### src/rtl/riscv_pkg.sv
// ---------------------------------------------------------------------------
// riscv_pkg
// Shared types and constants for the ID/EX operand stage.
//   XLEN, REG_AW   : datapath and register-address widths
//   alu_op_t       : 4-bit ALU operation code
//   alu_src_a_t    : ALU A operand select (rs1 / pc / zero / rs1)
//   alu_src_b_t    : ALU B operand select (rs2 / imm)
//   id_ex_t        : contents of the ID/EX pipeline register
//   stage_bubble() : the all-clear register image for an empty slot
//   fwd_hit()      : forwarding match test for one producer/source pair
// ---------------------------------------------------------------------------
package riscv_pkg;

    localparam int XLEN   = 32;
    localparam int REG_AW = 5;

    typedef enum logic [3:0] {
        ALU_ADD    = 4'b0000,
        ALU_SUB    = 4'b0001,
        ALU_SLL    = 4'b0010,
        ALU_SLT    = 4'b0011,
        ALU_SLTU   = 4'b0100,
        ALU_XOR    = 4'b0101,
        ALU_SRL    = 4'b0110,
        ALU_SRA    = 4'b0111,
        ALU_OR     = 4'b1000,
        ALU_AND    = 4'b1001,
        ALU_PASS_A = 4'b1010,
        ALU_PASS_B = 4'b1011,
        ALU_EQ     = 4'b1100,
        ALU_NE     = 4'b1101,
        ALU_GE     = 4'b1110,
        ALU_BR_CMP = 4'b1111
    } alu_op_t;

    // Code 11 is a second encoding of rs1 so the decoder never produces an
    // undefined select.
    typedef enum logic [1:0] {
        SRC_A_RS1     = 2'b00,
        SRC_A_PC      = 2'b01,
        SRC_A_ZERO    = 2'b10,
        SRC_A_RS1_ALT = 2'b11
    } alu_src_a_t;

    typedef enum logic {
        SRC_B_RS2 = 1'b0,
        SRC_B_IMM = 1'b1
    } alu_src_b_t;

    typedef struct packed {
        logic              valid;
        logic [XLEN-1:0]   pc;
        logic [XLEN-1:0]   rs1_data;
        logic [XLEN-1:0]   rs2_data;
        logic [XLEN-1:0]   imm;
        logic [REG_AW-1:0] rs1_addr;
        logic [REG_AW-1:0] rs2_addr;
        logic [REG_AW-1:0] rd;
        alu_src_a_t        src_a;
        alu_src_b_t        src_b;
        alu_op_t           alu_ctrl;
        logic              reg_write;
        logic              mem_read;
    } id_ex_t;

    // A bubble clears the whole register, not just the control bits, so an
    // empty slot presents A=B=0 and can never match a forwarding source.
    function automatic id_ex_t stage_bubble();
        id_ex_t b;
        b           = '0;
        b.src_a     = SRC_A_RS1;
        b.src_b     = SRC_B_RS2;
        b.alu_ctrl  = ALU_ADD;
        return b;
    endfunction

    // x0 is hard-wired to zero, so a write to it is never a forwarding source.
    function automatic logic fwd_hit(
        input logic              we,
        input logic [REG_AW-1:0] rd,
        input logic [REG_AW-1:0] rs
    );
        return we && (rd != '0) && (rd == rs);
    endfunction

endpackage

### src/rtl/ex_operand_stage_if.sv
// ---------------------------------------------------------------------------
// ex_operand_stage_if
// Bundle of every signal between the operand stage and its neighbours.
//   ID side   : valid_in, stall, flush, pc_in, rs1/rs2 data and address,
//               imm_in, rd_addr_in, alu_src_a_in, alu_src_b_in, alu_ctrl_in,
//               reg_write_in, mem_read_in
//   Forwarding: mem_we/mem_rd/mem_data (EX/MEM), wb_we/wb_rd/wb_data (MEM/WB)
//   ALU side  : A, B, ALU_control, store_data
//   Pass-thru : valid_out, rd_out, reg_write_out, mem_read_out, pc_out
//   Hazard    : load_use_hazard back to ID
// The slave modport is the stage itself; master is the surrounding pipeline.
// ---------------------------------------------------------------------------
interface ex_operand_stage_if;
    import riscv_pkg::*;

    logic              valid_in;
    logic              stall;
    logic              flush;
    logic [XLEN-1:0]   pc_in;
    logic [XLEN-1:0]   rs1_data_in;
    logic [XLEN-1:0]   rs2_data_in;
    logic [XLEN-1:0]   imm_in;
    logic [REG_AW-1:0] rs1_addr_in;
    logic [REG_AW-1:0] rs2_addr_in;
    logic [REG_AW-1:0] rd_addr_in;
    alu_src_a_t        alu_src_a_in;
    alu_src_b_t        alu_src_b_in;
    alu_op_t           alu_ctrl_in;
    logic              reg_write_in;
    logic              mem_read_in;

    logic              mem_we;
    logic [REG_AW-1:0] mem_rd;
    logic [XLEN-1:0]   mem_data;
    logic              wb_we;
    logic [REG_AW-1:0] wb_rd;
    logic [XLEN-1:0]   wb_data;

    logic [XLEN-1:0]   A;
    logic [XLEN-1:0]   B;
    alu_op_t           ALU_control;
    logic [XLEN-1:0]   store_data;
    logic              valid_out;
    logic [REG_AW-1:0] rd_out;
    logic              reg_write_out;
    logic              mem_read_out;
    logic [XLEN-1:0]   pc_out;
    logic              load_use_hazard;

    modport master (
        output valid_in, stall, flush, pc_in, rs1_data_in, rs2_data_in, imm_in,
               rs1_addr_in, rs2_addr_in, rd_addr_in, alu_src_a_in, alu_src_b_in,
               alu_ctrl_in, reg_write_in, mem_read_in,
               mem_we, mem_rd, mem_data, wb_we, wb_rd, wb_data,
        input  A, B, ALU_control, store_data, valid_out, rd_out, reg_write_out,
               mem_read_out, pc_out, load_use_hazard
    );

    modport slave (
        input  valid_in, stall, flush, pc_in, rs1_data_in, rs2_data_in, imm_in,
               rs1_addr_in, rs2_addr_in, rd_addr_in, alu_src_a_in, alu_src_b_in,
               alu_ctrl_in, reg_write_in, mem_read_in,
               mem_we, mem_rd, mem_data, wb_we, wb_rd, wb_data,
        output A, B, ALU_control, store_data, valid_out, rd_out, reg_write_out,
               mem_read_out, pc_out, load_use_hazard
    );

endinterface

### src/rtl/ex_operand_stage_fwd_mux.sv
// ---------------------------------------------------------------------------
// fwd_mux
// Forwarding select for one source operand.
//   i_rs_addr   : registered source register address
//   i_rf_data   : registered register-file value for that source
//   i_mem_*     : EX/MEM producer (write enable, rd, result)
//   i_wb_*      : MEM/WB producer (write enable, rd, result)
//   o_data      : the most recent value of the source register
// ---------------------------------------------------------------------------
module fwd_mux
    import riscv_pkg::*;
(
    input  logic [REG_AW-1:0] i_rs_addr,
    input  logic [XLEN-1:0]   i_rf_data,
    input  logic              i_mem_we,
    input  logic [REG_AW-1:0] i_mem_rd,
    input  logic [XLEN-1:0]   i_mem_data,
    input  logic              i_wb_we,
    input  logic [REG_AW-1:0] i_wb_rd,
    input  logic [XLEN-1:0]   i_wb_data,
    output logic [XLEN-1:0]   o_data
);

    logic w_mem_hit;
    logic w_wb_hit;

    assign w_mem_hit = fwd_hit(i_mem_we, i_mem_rd, i_rs_addr);
    assign w_wb_hit  = fwd_hit(i_wb_we,  i_wb_rd,  i_rs_addr);

    // EX/MEM holds the younger result, so it wins when both stages target
    // the same register.
    always_comb begin
        o_data = i_rf_data;
        if (w_mem_hit) begin
            o_data = i_mem_data;
        end else if (w_wb_hit) begin
            o_data = i_wb_data;
        end
    end

endmodule

### src/rtl/ex_operand_stage.sv
// ---------------------------------------------------------------------------
// ex_operand_stage
// ID/EX pipeline register plus operand selection feeding the ALU.
//   i_clk    : clock, rising edge
//   i_rst_n  : asynchronous reset, active low; clears the whole stage
//   i_bus    : ex_operand_stage_if.slave, carrying the ID inputs, both
//              forwarding sources, ALU operands/control, the registered
//              pass-through fields and load_use_hazard back to ID
// ID inputs reach the ALU operands one cycle after capture. Forwarding and
// operand selection are combinational on the registered stage contents.
// ---------------------------------------------------------------------------
module ex_operand_stage
    import riscv_pkg::*;
(
    input  logic                  i_clk,
    input  logic                  i_rst_n,
    ex_operand_stage_if.slave     i_bus
);

    id_ex_t          r_stage;
    id_ex_t          w_stage_next;
    id_ex_t          w_captured;
    logic [XLEN-1:0] w_rs1_fwd;
    logic [XLEN-1:0] w_rs2_fwd;
    logic [XLEN-1:0] w_a;
    logic [XLEN-1:0] w_b;

    // Image of the ID inputs as they would be stored this edge.
    always_comb begin
        w_captured           = stage_bubble();
        w_captured.valid     = 1'b1;
        w_captured.pc        = i_bus.pc_in;
        w_captured.rs1_data  = i_bus.rs1_data_in;
        w_captured.rs2_data  = i_bus.rs2_data_in;
        w_captured.imm       = i_bus.imm_in;
        w_captured.rs1_addr  = i_bus.rs1_addr_in;
        w_captured.rs2_addr  = i_bus.rs2_addr_in;
        w_captured.rd        = i_bus.rd_addr_in;
        w_captured.src_a     = i_bus.alu_src_a_in;
        w_captured.src_b     = i_bus.alu_src_b_in;
        w_captured.alu_ctrl  = i_bus.alu_ctrl_in;
        w_captured.reg_write = i_bus.reg_write_in;
        w_captured.mem_read  = i_bus.mem_read_in;
    end

    // Flush beats stall so a load-use bubble is inserted even while the
    // pipeline is otherwise frozen.
    always_comb begin
        w_stage_next = r_stage;
        if (i_bus.flush) begin
            w_stage_next = stage_bubble();
        end else if (!i_bus.stall) begin
            if (i_bus.valid_in) begin
                w_stage_next = w_captured;
            end else begin
                w_stage_next = stage_bubble();
            end
        end
    end

    // Stage register; reset discards any in-flight instruction at once.
    always_ff @(posedge i_clk or negedge i_rst_n) begin
        if (!i_rst_n) begin
            r_stage <= stage_bubble();
        end else begin
            r_stage <= w_stage_next;
        end
    end

    fwd_mux u_fwd_rs1 (
        .i_rs_addr  (r_stage.rs1_addr),
        .i_rf_data  (r_stage.rs1_data),
        .i_mem_we   (i_bus.mem_we),
        .i_mem_rd   (i_bus.mem_rd),
        .i_mem_data (i_bus.mem_data),
        .i_wb_we    (i_bus.wb_we),
        .i_wb_rd    (i_bus.wb_rd),
        .i_wb_data  (i_bus.wb_data),
        .o_data     (w_rs1_fwd)
    );

    fwd_mux u_fwd_rs2 (
        .i_rs_addr  (r_stage.rs2_addr),
        .i_rf_data  (r_stage.rs2_data),
        .i_mem_we   (i_bus.mem_we),
        .i_mem_rd   (i_bus.mem_rd),
        .i_mem_data (i_bus.mem_data),
        .i_wb_we    (i_bus.wb_we),
        .i_wb_rd    (i_bus.wb_rd),
        .i_wb_data  (i_bus.wb_data),
        .o_data     (w_rs2_fwd)
    );

    // Operand muxes sit after forwarding; the zero select serves LUI.
    always_comb begin
        w_a = w_rs1_fwd;
        case (r_stage.src_a)
            SRC_A_PC:   w_a = r_stage.pc;
            SRC_A_ZERO: w_a = '0;
            default:    w_a = w_rs1_fwd;
        endcase
        w_b = (r_stage.src_b == SRC_B_IMM) ? r_stage.imm : w_rs2_fwd;
    end

    assign i_bus.A             = w_a;
    assign i_bus.B             = w_b;
    assign i_bus.ALU_control   = r_stage.alu_ctrl;
    assign i_bus.store_data    = w_rs2_fwd;
    assign i_bus.valid_out     = r_stage.valid;
    assign i_bus.rd_out        = r_stage.rd;
    assign i_bus.reg_write_out = r_stage.reg_write;
    assign i_bus.mem_read_out  = r_stage.mem_read;
    assign i_bus.pc_out        = r_stage.pc;

    // A load's data is not ready for forwarding until MEM/WB, so an ID
    // instruction reading its rd must wait one cycle.
    assign i_bus.load_use_hazard = r_stage.valid && r_stage.mem_read
                                   && (r_stage.rd != '0)
                                   && ((r_stage.rd == i_bus.rs1_addr_in)
                                       || (r_stage.rd == i_bus.rs2_addr_in));

endmodule

### src/flat_wrapper.sv
// flat-port wrapper written by rule: the top's interface ports become plain ports
module ex_operand_stage_flat import riscv_pkg::*;
  (i_clk, i_rst_n, i_bus_valid_in, i_bus_stall, i_bus_flush, i_bus_pc_in, i_bus_rs1_data_in, i_bus_rs2_data_in, i_bus_imm_in, i_bus_rs1_addr_in, i_bus_rs2_addr_in, i_bus_rd_addr_in, i_bus_alu_src_a_in, i_bus_alu_src_b_in, i_bus_alu_ctrl_in, i_bus_reg_write_in, i_bus_mem_read_in, i_bus_mem_we, i_bus_mem_rd, i_bus_mem_data, i_bus_wb_we, i_bus_wb_rd, i_bus_wb_data, i_bus_A, i_bus_B, i_bus_ALU_control, i_bus_store_data, i_bus_valid_out, i_bus_rd_out, i_bus_reg_write_out, i_bus_mem_read_out, i_bus_pc_out, i_bus_load_use_hazard);
  ex_operand_stage_if i_bus_i ();
  input  logic i_clk;
  input  logic i_rst_n;
  input wire logic [$bits(i_bus_i.valid_in)-1:0] i_bus_valid_in;
  input wire logic [$bits(i_bus_i.stall)-1:0] i_bus_stall;
  input wire logic [$bits(i_bus_i.flush)-1:0] i_bus_flush;
  input wire logic [$bits(i_bus_i.pc_in)-1:0] i_bus_pc_in;
  input wire logic [$bits(i_bus_i.rs1_data_in)-1:0] i_bus_rs1_data_in;
  input wire logic [$bits(i_bus_i.rs2_data_in)-1:0] i_bus_rs2_data_in;
  input wire logic [$bits(i_bus_i.imm_in)-1:0] i_bus_imm_in;
  input wire logic [$bits(i_bus_i.rs1_addr_in)-1:0] i_bus_rs1_addr_in;
  input wire logic [$bits(i_bus_i.rs2_addr_in)-1:0] i_bus_rs2_addr_in;
  input wire logic [$bits(i_bus_i.rd_addr_in)-1:0] i_bus_rd_addr_in;
  input wire logic [$bits(i_bus_i.alu_src_a_in)-1:0] i_bus_alu_src_a_in;
  input wire logic [$bits(i_bus_i.alu_src_b_in)-1:0] i_bus_alu_src_b_in;
  input wire logic [$bits(i_bus_i.alu_ctrl_in)-1:0] i_bus_alu_ctrl_in;
  input wire logic [$bits(i_bus_i.reg_write_in)-1:0] i_bus_reg_write_in;
  input wire logic [$bits(i_bus_i.mem_read_in)-1:0] i_bus_mem_read_in;
  input wire logic [$bits(i_bus_i.mem_we)-1:0] i_bus_mem_we;
  input wire logic [$bits(i_bus_i.mem_rd)-1:0] i_bus_mem_rd;
  input wire logic [$bits(i_bus_i.mem_data)-1:0] i_bus_mem_data;
  input wire logic [$bits(i_bus_i.wb_we)-1:0] i_bus_wb_we;
  input wire logic [$bits(i_bus_i.wb_rd)-1:0] i_bus_wb_rd;
  input wire logic [$bits(i_bus_i.wb_data)-1:0] i_bus_wb_data;
  output wire logic [$bits(i_bus_i.A)-1:0] i_bus_A;
  output wire logic [$bits(i_bus_i.B)-1:0] i_bus_B;
  output wire logic [$bits(i_bus_i.ALU_control)-1:0] i_bus_ALU_control;
  output wire logic [$bits(i_bus_i.store_data)-1:0] i_bus_store_data;
  output wire logic [$bits(i_bus_i.valid_out)-1:0] i_bus_valid_out;
  output wire logic [$bits(i_bus_i.rd_out)-1:0] i_bus_rd_out;
  output wire logic [$bits(i_bus_i.reg_write_out)-1:0] i_bus_reg_write_out;
  output wire logic [$bits(i_bus_i.mem_read_out)-1:0] i_bus_mem_read_out;
  output wire logic [$bits(i_bus_i.pc_out)-1:0] i_bus_pc_out;
  output wire logic [$bits(i_bus_i.load_use_hazard)-1:0] i_bus_load_use_hazard;
  assign i_bus_i.valid_in = i_bus_valid_in;
  assign i_bus_i.stall = i_bus_stall;
  assign i_bus_i.flush = i_bus_flush;
  assign i_bus_i.pc_in = i_bus_pc_in;
  assign i_bus_i.rs1_data_in = i_bus_rs1_data_in;
  assign i_bus_i.rs2_data_in = i_bus_rs2_data_in;
  assign i_bus_i.imm_in = i_bus_imm_in;
  assign i_bus_i.rs1_addr_in = i_bus_rs1_addr_in;
  assign i_bus_i.rs2_addr_in = i_bus_rs2_addr_in;
  assign i_bus_i.rd_addr_in = i_bus_rd_addr_in;
  assign i_bus_i.alu_src_a_in = i_bus_alu_src_a_in;
  assign i_bus_i.alu_src_b_in = i_bus_alu_src_b_in;
  assign i_bus_i.alu_ctrl_in = i_bus_alu_ctrl_in;
  assign i_bus_i.reg_write_in = i_bus_reg_write_in;
  assign i_bus_i.mem_read_in = i_bus_mem_read_in;
  assign i_bus_i.mem_we = i_bus_mem_we;
  assign i_bus_i.mem_rd = i_bus_mem_rd;
  assign i_bus_i.mem_data = i_bus_mem_data;
  assign i_bus_i.wb_we = i_bus_wb_we;
  assign i_bus_i.wb_rd = i_bus_wb_rd;
  assign i_bus_i.wb_data = i_bus_wb_data;
  assign i_bus_A = i_bus_i.A;
  assign i_bus_B = i_bus_i.B;
  assign i_bus_ALU_control = i_bus_i.ALU_control;
  assign i_bus_store_data = i_bus_i.store_data;
  assign i_bus_valid_out = i_bus_i.valid_out;
  assign i_bus_rd_out = i_bus_i.rd_out;
  assign i_bus_reg_write_out = i_bus_i.reg_write_out;
  assign i_bus_mem_read_out = i_bus_i.mem_read_out;
  assign i_bus_pc_out = i_bus_i.pc_out;
  assign i_bus_load_use_hazard = i_bus_i.load_use_hazard;
  ex_operand_stage u_core (.i_clk(i_clk), .i_rst_n(i_rst_n), .i_bus(i_bus_i));
endmodule
### config.mk
export PLATFORM = sky130hd
export DESIGN_NAME = ex_operand_stage_flat
export DESIGN_NICKNAME = d
export VERILOG_FILES = /design/src/rtl/riscv_pkg.sv /design/src/rtl/ex_operand_stage_if.sv /design/src/rtl/ex_operand_stage_fwd_mux.sv /design/src/rtl/ex_operand_stage.sv /design/src/flat_wrapper.sv
export SDC_FILE = /design/constraint.sdc
export NUM_CORES = 1
export LEC_CHECK = 0
export ABC_AREA = 1
export CAP_MARGIN = 20
export CELL_PAD_IN_SITES_DETAIL_PLACEMENT = 0
export CELL_PAD_IN_SITES_GLOBAL_PLACEMENT = 1
export CORE_MARGIN = 3
export CORE_UTILIZATION = 33
export DETAILED_ROUTE_END_ITERATION = 6
export HOLD_SLACK_MARGIN = 0.02
export PLACE_DENSITY = 0.83
export SYNTH_ARGS = -nofsm -noshare
export SYNTH_HDL_FRONTEND = slang
export SYNTH_SLANG_ARGS = --single-unit
export TNS_END_PERCENT = 50
### constraint.sdc
create_clock -name i_clk -period 4.5 [get_ports i_clk]
set_input_delay 0.9 -clock i_clk [delete_from_list [all_inputs] [get_ports i_clk]]
set_output_delay 0.9 -clock i_clk [all_outputs]
set_load 0.01 [all_outputs]
==> qor.txt, run 1 <==
PD cells: 280 nW/um2
Placed cell count: 2051
Net Count, Synth: 1640
Reported max-cap violation count: 0
Flop pwr share: 0.378
Slew headroom: 0.341
CTS tree: yes
Routability congestion estimate: 0.878
CTS Sinks: 153
Crit-path max FO: 19
Via count: 10698
Switching Power: 1310 uW
Register area share after synthesis: 0.396
Fill count: 2846
Period utilisation layout: 0.935
Syn avg cell area: 6.88 um2
Power share of the combinational group: 0.249
DR iter-0 viols: 1128
DRC: 0
Status: complete, no violations
Critical Path Sink Type: primary output
Initial Util: 0.336
Via count of the first global-routing pass: 10501
Post-DP HPWL: 33.9 mm
RSZ-0062 raised after global routing: no
Initial antenna violation count: 5
Die area: 31400 um2
Reg area: 3830 um2
Synth warn: 0
Dpl cell area: 13500 um2
Clock latency on the worst-skew pair: 0.44 ns
Vias per inst: 5.13
Setup Skew: 0 ns
Post-layout util: 0.491
ANT nets after route: 0
Number of synthesized register bits: 153
Drt total wl: 45.6 mm
Fmax: 0.238 GHz
WL/cell: 21.9 um
Fin. max-slew vios: 0
Peak supply drop: 0.000223 V
Synthesis-to-layout area growth: 46.0%
Worst slew pin tran: 0.989 ns
Internal power: 2650 uW
Die Wd: 177 um
Drt pass-1 iters: 5
Worst Path Arrival: 3.31 ns
Root Buffer: clkbuf_16
Design Area, Final: 14100 um2
Post-CTS sizing: 0
GR Util All Layers: 0.282
Post-Synthesis Cell Area: 9670 um2
CP startpoint kind: input pin
Setup_tns: 0 ns
# nets final: 1920
Post-route insts no fill: 2084
Post-synthesis cell count: 1406
Netlist cell types: 29
Core Region: 28800 um2
Port bufs: 373
First-pass GRT wire length: 66.5 mm
Fin. Hold Viols: 0
Multi-input logic area: 4300 um2
Worst min path class: input pin to asynchronous set/reset pin
Share of cells above drive strength 1: 0.0441
Final Critical Period: 4.21 ns
Hold-fix buffers at CTS: 0
Clock power share: 0.373
Ports: 374
Clock-pin slew on the worst setup and hold paths: 0.08 ns
Pin count of the biggest net entering global routing: 89
Req. time, crit path: 3.60 ns
H-tree levels: 4
Row count: 62
Final Power: 3960 uW
Finish-stage setup viols: 0
Crit path kind: input pin to primary output
Chip Height: 177 um
Sw Ratio: 0.331
Clock Path Buffers: 2
Post CTS Setup Buffer Count: 0
Leak Pwr: 0.00684 uW
CTS buffer count: 17
Gr ovfl total: 0
## metal layers
metal / vias to the layer above / global-route usage / share of wire
met2: 493 / 0.472 / 0.48
met1: 5142 / 0.369 / 0.41
met5: - / 0 / 0.0012
met4: 8 / 0.0671 / 0.019
li1: 5001 / - / -
met3: 54 / 0.0682 / 0.084
## kinds of logic after synthesis
logic type	after synthesis	synth area share
compound gates	161	0.0868
xor+xnor	20	0.0181
fa+ha+maj	1	0.00129
buf+inv	372	0.165
flops	153	0.396
simple gates	699	0.333
## sequential cells by signal, summed over array words and instances (netlist names)
register                    flops
u_core.i_bus.ALU_control        4
u_core.i_bus.mem_read_out       1
u_core.i_bus.pc_out            32
u_core.i_bus.rd_out             5
u_core.i_bus.reg_write_out      1
u_core.i_bus.valid_out          1
u_core.r_stage                109
## placed cells by master (no fill, tap or decap), drive strengths merged
cell type | synthesis | layout
a21oi | 2 | 2
nand2 | 274 | 274
inv | 233 | 242
nand4 | 1 | 1
dfrtp | 153 | 153
and2 | 32 | 32
clkbuf | 61 | 17
ha | 1 | 1
o22ai | 14 | 14
nand3b | 1 | 1
nor2 | 15 | 15
buf | 78 | 29
xnor2 | 10 | 10
o21ai | 142 | 142
a211oi | 2 | 2
o311ai | 1 | 1
clkinvlp | 0 | 3
clkdlybuf4s50 | 0 | 371
clkinv | 0 | 3
nor3 | 3 | 3
diode | 0 | 1
xor2 | 10 | 10
nand3 | 373 | 373
## layout make-up
type                            count  area share
Multi-Input combinational cell    881       0.304
Timing Repair Buffer              400       0.287
Sequential cell                   153       0.271
Inverter                          233      0.0621
Tap cell                          384      0.0340
Clock buffer                       17      0.0301
Clock inverter                     15      0.0109
Antenna cell                        1    0.000177
## synthesized netlist by cell type (all sizes together)
master / count / share of area
a211oi: 2 / 0.0016
a21oi: 2 / 0.0014
and2: 32 / 0.021
buf: 78 / 0.051
clkbuf: 61 / 0.024
dfrtp: 153 / 0.40
ha: 1 / 0.0013
inv: 233 / 0.090
nand2: 274 / 0.11
nand3: 373 / 0.19
nand3b: 1 / 0.00078
nand4: 1 / 0.00065
nor2: 15 / 0.0079
nor3: 3 / 0.0032
o21ai: 142 / 0.074
o22ai: 14 / 0.0091
o311ai: 1 / 0.00091
xnor2: 10 / 0.0091
xor2: 10 / 0.0091
## stage by stage
step,worst slack [ns],hold slack [ns]
floorplan,1.75,0.478
global placement,0.316,0.491
detailed placement,0.330,0.500
CTS,0.329,0.497
global route,0.150,0.502
finish,0.294,0.466
## worst paths after layout
check / end / cells past startpoint / slack (ns) / start
worst max-delay path: i_bus_B[15] / 10 / 0.29 / i_bus_wb_rd[0]
worst min-delay path: u_core.r_stage[32] / 1 / 0.47 / i_rst_n
worst max register to register: u_core.r_stage[6] / 3 / 2.82 / u_core.r_stage[6]
worst min register to register: u_core.r_stage[72] / 2 / 0.51 / u_core.r_stage[72]
max in group asynchronous: u_core.r_stage[73] / 2 / 3.01 / i_rst_n
min in group i_clk: u_core.r_stage[72] / 2 / 0.51 / u_core.r_stage[72]
## power groups by stage
| stage | registers (uW) | clock network, uW | logic, uW |
|---|---|---|---|
| 5_1_grt | 1500 | 1550 | 1060 |
| 3_5_place_dp | 1520 | 0 | 980 |
| 4_1_cts | 1500 | 1500 | 986 |
| 3_3_place_gp | 1520 | 0 | 982 |
| 6_report | 1500 | 1480 | 984 |
| 2_1_floorplan | 1510 | 0 | 403 |
## worst max-delay path, stage by stage
cell and delay, ns:
clkdlybuf4s50_1 0.56, xnor2_1 0.14, nand3_1 0.13, nor2_4 0.15, buf_4 0.26, nand3_1 0.10, nand3_1 0.11, nand3_1 0.18
nand2_1 0.20, clkdlybuf4s50_1 0.56
(Power assumes the default switching activity.)
==> inputs of run 2 (changes only) <==
--- a/config.mk
+++ b/config.mk
@@ -14,6 +14,7 @@
 export DETAILED_ROUTE_END_ITERATION = 6
 export HOLD_SLACK_MARGIN = 0.02
 export PLACE_DENSITY = 0.83
+export SETUP_SLACK_MARGIN = 0.3
 export SYNTH_ARGS = -nofsm -noshare
 export SYNTH_HDL_FRONTEND = slang
 export SYNTH_SLANG_ARGS = --single-unit
==> qor.txt, run 2 (synthesis gave the netlist of run 1 again) <==
Status: complete, no violations
Worst R2R Start: u_core.r_stage[6]
Fin. Hold Viols: 0 (unchanged)
Largest Register: u_core.r_stage
CTS Sinks: 153 (unchanged)
Worst R2R End: u_core.r_stage[6]
Final Critical Period: 4.19 ns (-0.0170 ns)
Setup_tns: 0 ns (unchanged)
DRC: 0 (unchanged)
CTS tree: yes
Crit-path max FO: 32 (+13)
CP peak stage delay: 0.56 ns (about the same)
Drt pass-1 iters: 5 (unchanged)
Slowest CP cell: clkdlybuf4s50_1
Crit path from: i_bus_wb_rd[4]
Hold-fix buffers at CTS: 0 (unchanged)
CTS buffer count: 17 (unchanged)
Via count of the first global-routing pass: 10501 (unchanged)
Row count: 62 (unchanged)
Slew headroom: 0.346 (+0.00498)
Die Wd: 177 um (unchanged)
Max FFs per register: 109 (unchanged)
Commonest non-fill, non-tap cell in the layout: nand3_1
Fin. max-slew vios: 0 (unchanged)
Root Buffer: clkbuf_16
ANT nets after route: 0 (unchanged)
CP cell instances: clkdlybuf4s50_1 -> xor2_1 -> nor3_4 -> buf_12 -> nand3_1 -> nand3_1 -> nand3_1 -> nand2_1 -> clkdlybuf4s50_1
DR iter-0 viols: 1055 (-6.5%)
PD cells: 280 nW/um2 (-0.27%)
Core Region: 28800 um2 (unchanged)
Fmax: 0.239 GHz (+0.41%)
Drt total wl: 45.6 mm (about the same)
RSZ-0062 raised after global routing: yes
Die area: 31400 um2 (unchanged)
Finish-stage setup viols: 0 (unchanged)
WL/cell: 21.8 um (-0.10%)
Ports: 374 (unchanged)
Via count: 10719 (+0.20%)
Routability congestion estimate: 0.878 (unchanged)
Gr ovfl total: 0 (unchanged)
Setup slack, reg-to-reg: 2.83 ns (about the same)
Post-DP HPWL: 33.9 mm (unchanged)
Most frequent cells in the layout: nand3_1, clkdlybuf4s50_1, nand2_1
CP startpoint kind: input pin
Reported max-cap violation count: 0 (unchanged)
Worst min path class: input pin to asynchronous set/reset pin
Port bufs: 373 (unchanged)
Vias per inst: 5.14 (+0.10%)
First-pass GRT wire length: 66.5 mm (unchanged)
Peak supply drop: 0.000223 V (-0.29%)
Critical Path End: i_bus_B[18]
Req. time, crit path: 3.60 ns (about the same)
Period utilisation layout: 0.931 (-0.00378)
Worst Path Arrival: 3.29 ns (-0.02 ns)
Pin count of the biggest net entering global routing: 89 (unchanged)
Post-route insts no fill: 2086 (+0.096%)
Setup Skew: 0 ns (unchanged)
Share of cells above drive strength 1: 0.0471 (+0.00292)
# nets final: 1921 (+0.052%)
Most numerous cell on the critical path: nand3_1
Chip Height: 177 um (unchanged)
Initial Util: 0.336 (unchanged)
Clock-pin slew on the worst setup and hold paths: 0.08 ns (about the same)
FF-to-FF path depth: 3 (unchanged)
H-tree levels: 4 (unchanged)
Placed cell count: 2051 (unchanged)
Initial antenna violation count: 5 (unchanged)
Worst slew pin tran: 0.982 ns (-0.00746 ns)
Synthesis-to-layout area growth: 46.5%
Leak Pwr: 0.00690 uW (+0.90%)
Clock Path Buffers: 2 (unchanged)
Crit path kind: input pin to primary output
Clock latency on the worst-skew pair: 0.44 ns (about the same)
GR Util All Layers: 0.282 (unchanged)
Hold_ws: 0.470 ns (+0.00348 ns)
Critical Path Sink Type: primary output
-- run 2: layout make-up --
cell class	count	area, um2
timing repair buffer	401	4080
fill	2845	14600
clock inverter	15	154
multi-input combinational	881	4320
inverter	233	877
tap	384	480
clock buffer	17	425
sequential	153	3830
antenna	2	5.00
-- run 2: through the flow --
step / instance area, um2 / total power (uW) / setup WS, ns / utilization
after floorplan: 9670 / 1910 / 1.75 / -
after global placement: 13500 / 2500 / 0.316 / 0.471
after detailed placement: 13500 / 2500 / 0.330 / 0.471
after CTS: 14100 / 3980 / 0.329 / 0.491
after global routing: 14200 / 4120 / 0.247 / 0.492
final: 14200 / 3960 / 0.311 / 0.492
-- run 2: worst min-delay path by stage --
stage,endpoint,slack [ns]
floorplan,u_core.r_stage[54],0.48
CTS,u_core.r_stage[32],0.50
detailed placement,u_core.r_stage[47],0.50
global placement,u_core.r_stage[40],0.49
global route,u_core.r_stage[32],0.50
finish,u_core.r_stage[32],0.47
-- run 2: metal layers --
| layer | vias to the layer above | track usage | wire (um) |
|---|---|---|---|
| met4 | 8 | 0.0671 | 833 |
| met2 | 480 | 0.472 | 22100 |
| met3 | 49 | 0.0682 | 3950 |
| met1 | 5174 | 0.369 | 18700 |
| met5 | - | 0 | 55 |
| li1 | 5008 | - | - |
-- run 2: report_power, final --
group          internal [uW]  switching (uW)
clock network            743             734
registers               1440            52.9
logic                    462             524
-- run 2: critical path: cells and delay by family --
| family | cells | cell delay, ns |
|---|---|---|
| xor+xnor | 1 | 0.22 |
| simple gates | 5 | 0.86 |
| buf+inv | 3 | 1.30 |
-- run 2: repair_timing --
action                     CTS  global route
buffers inserted             0             1
hold endpoints to repair     0             0
resized for setup            0             9
setup endpoints to repair    0            45
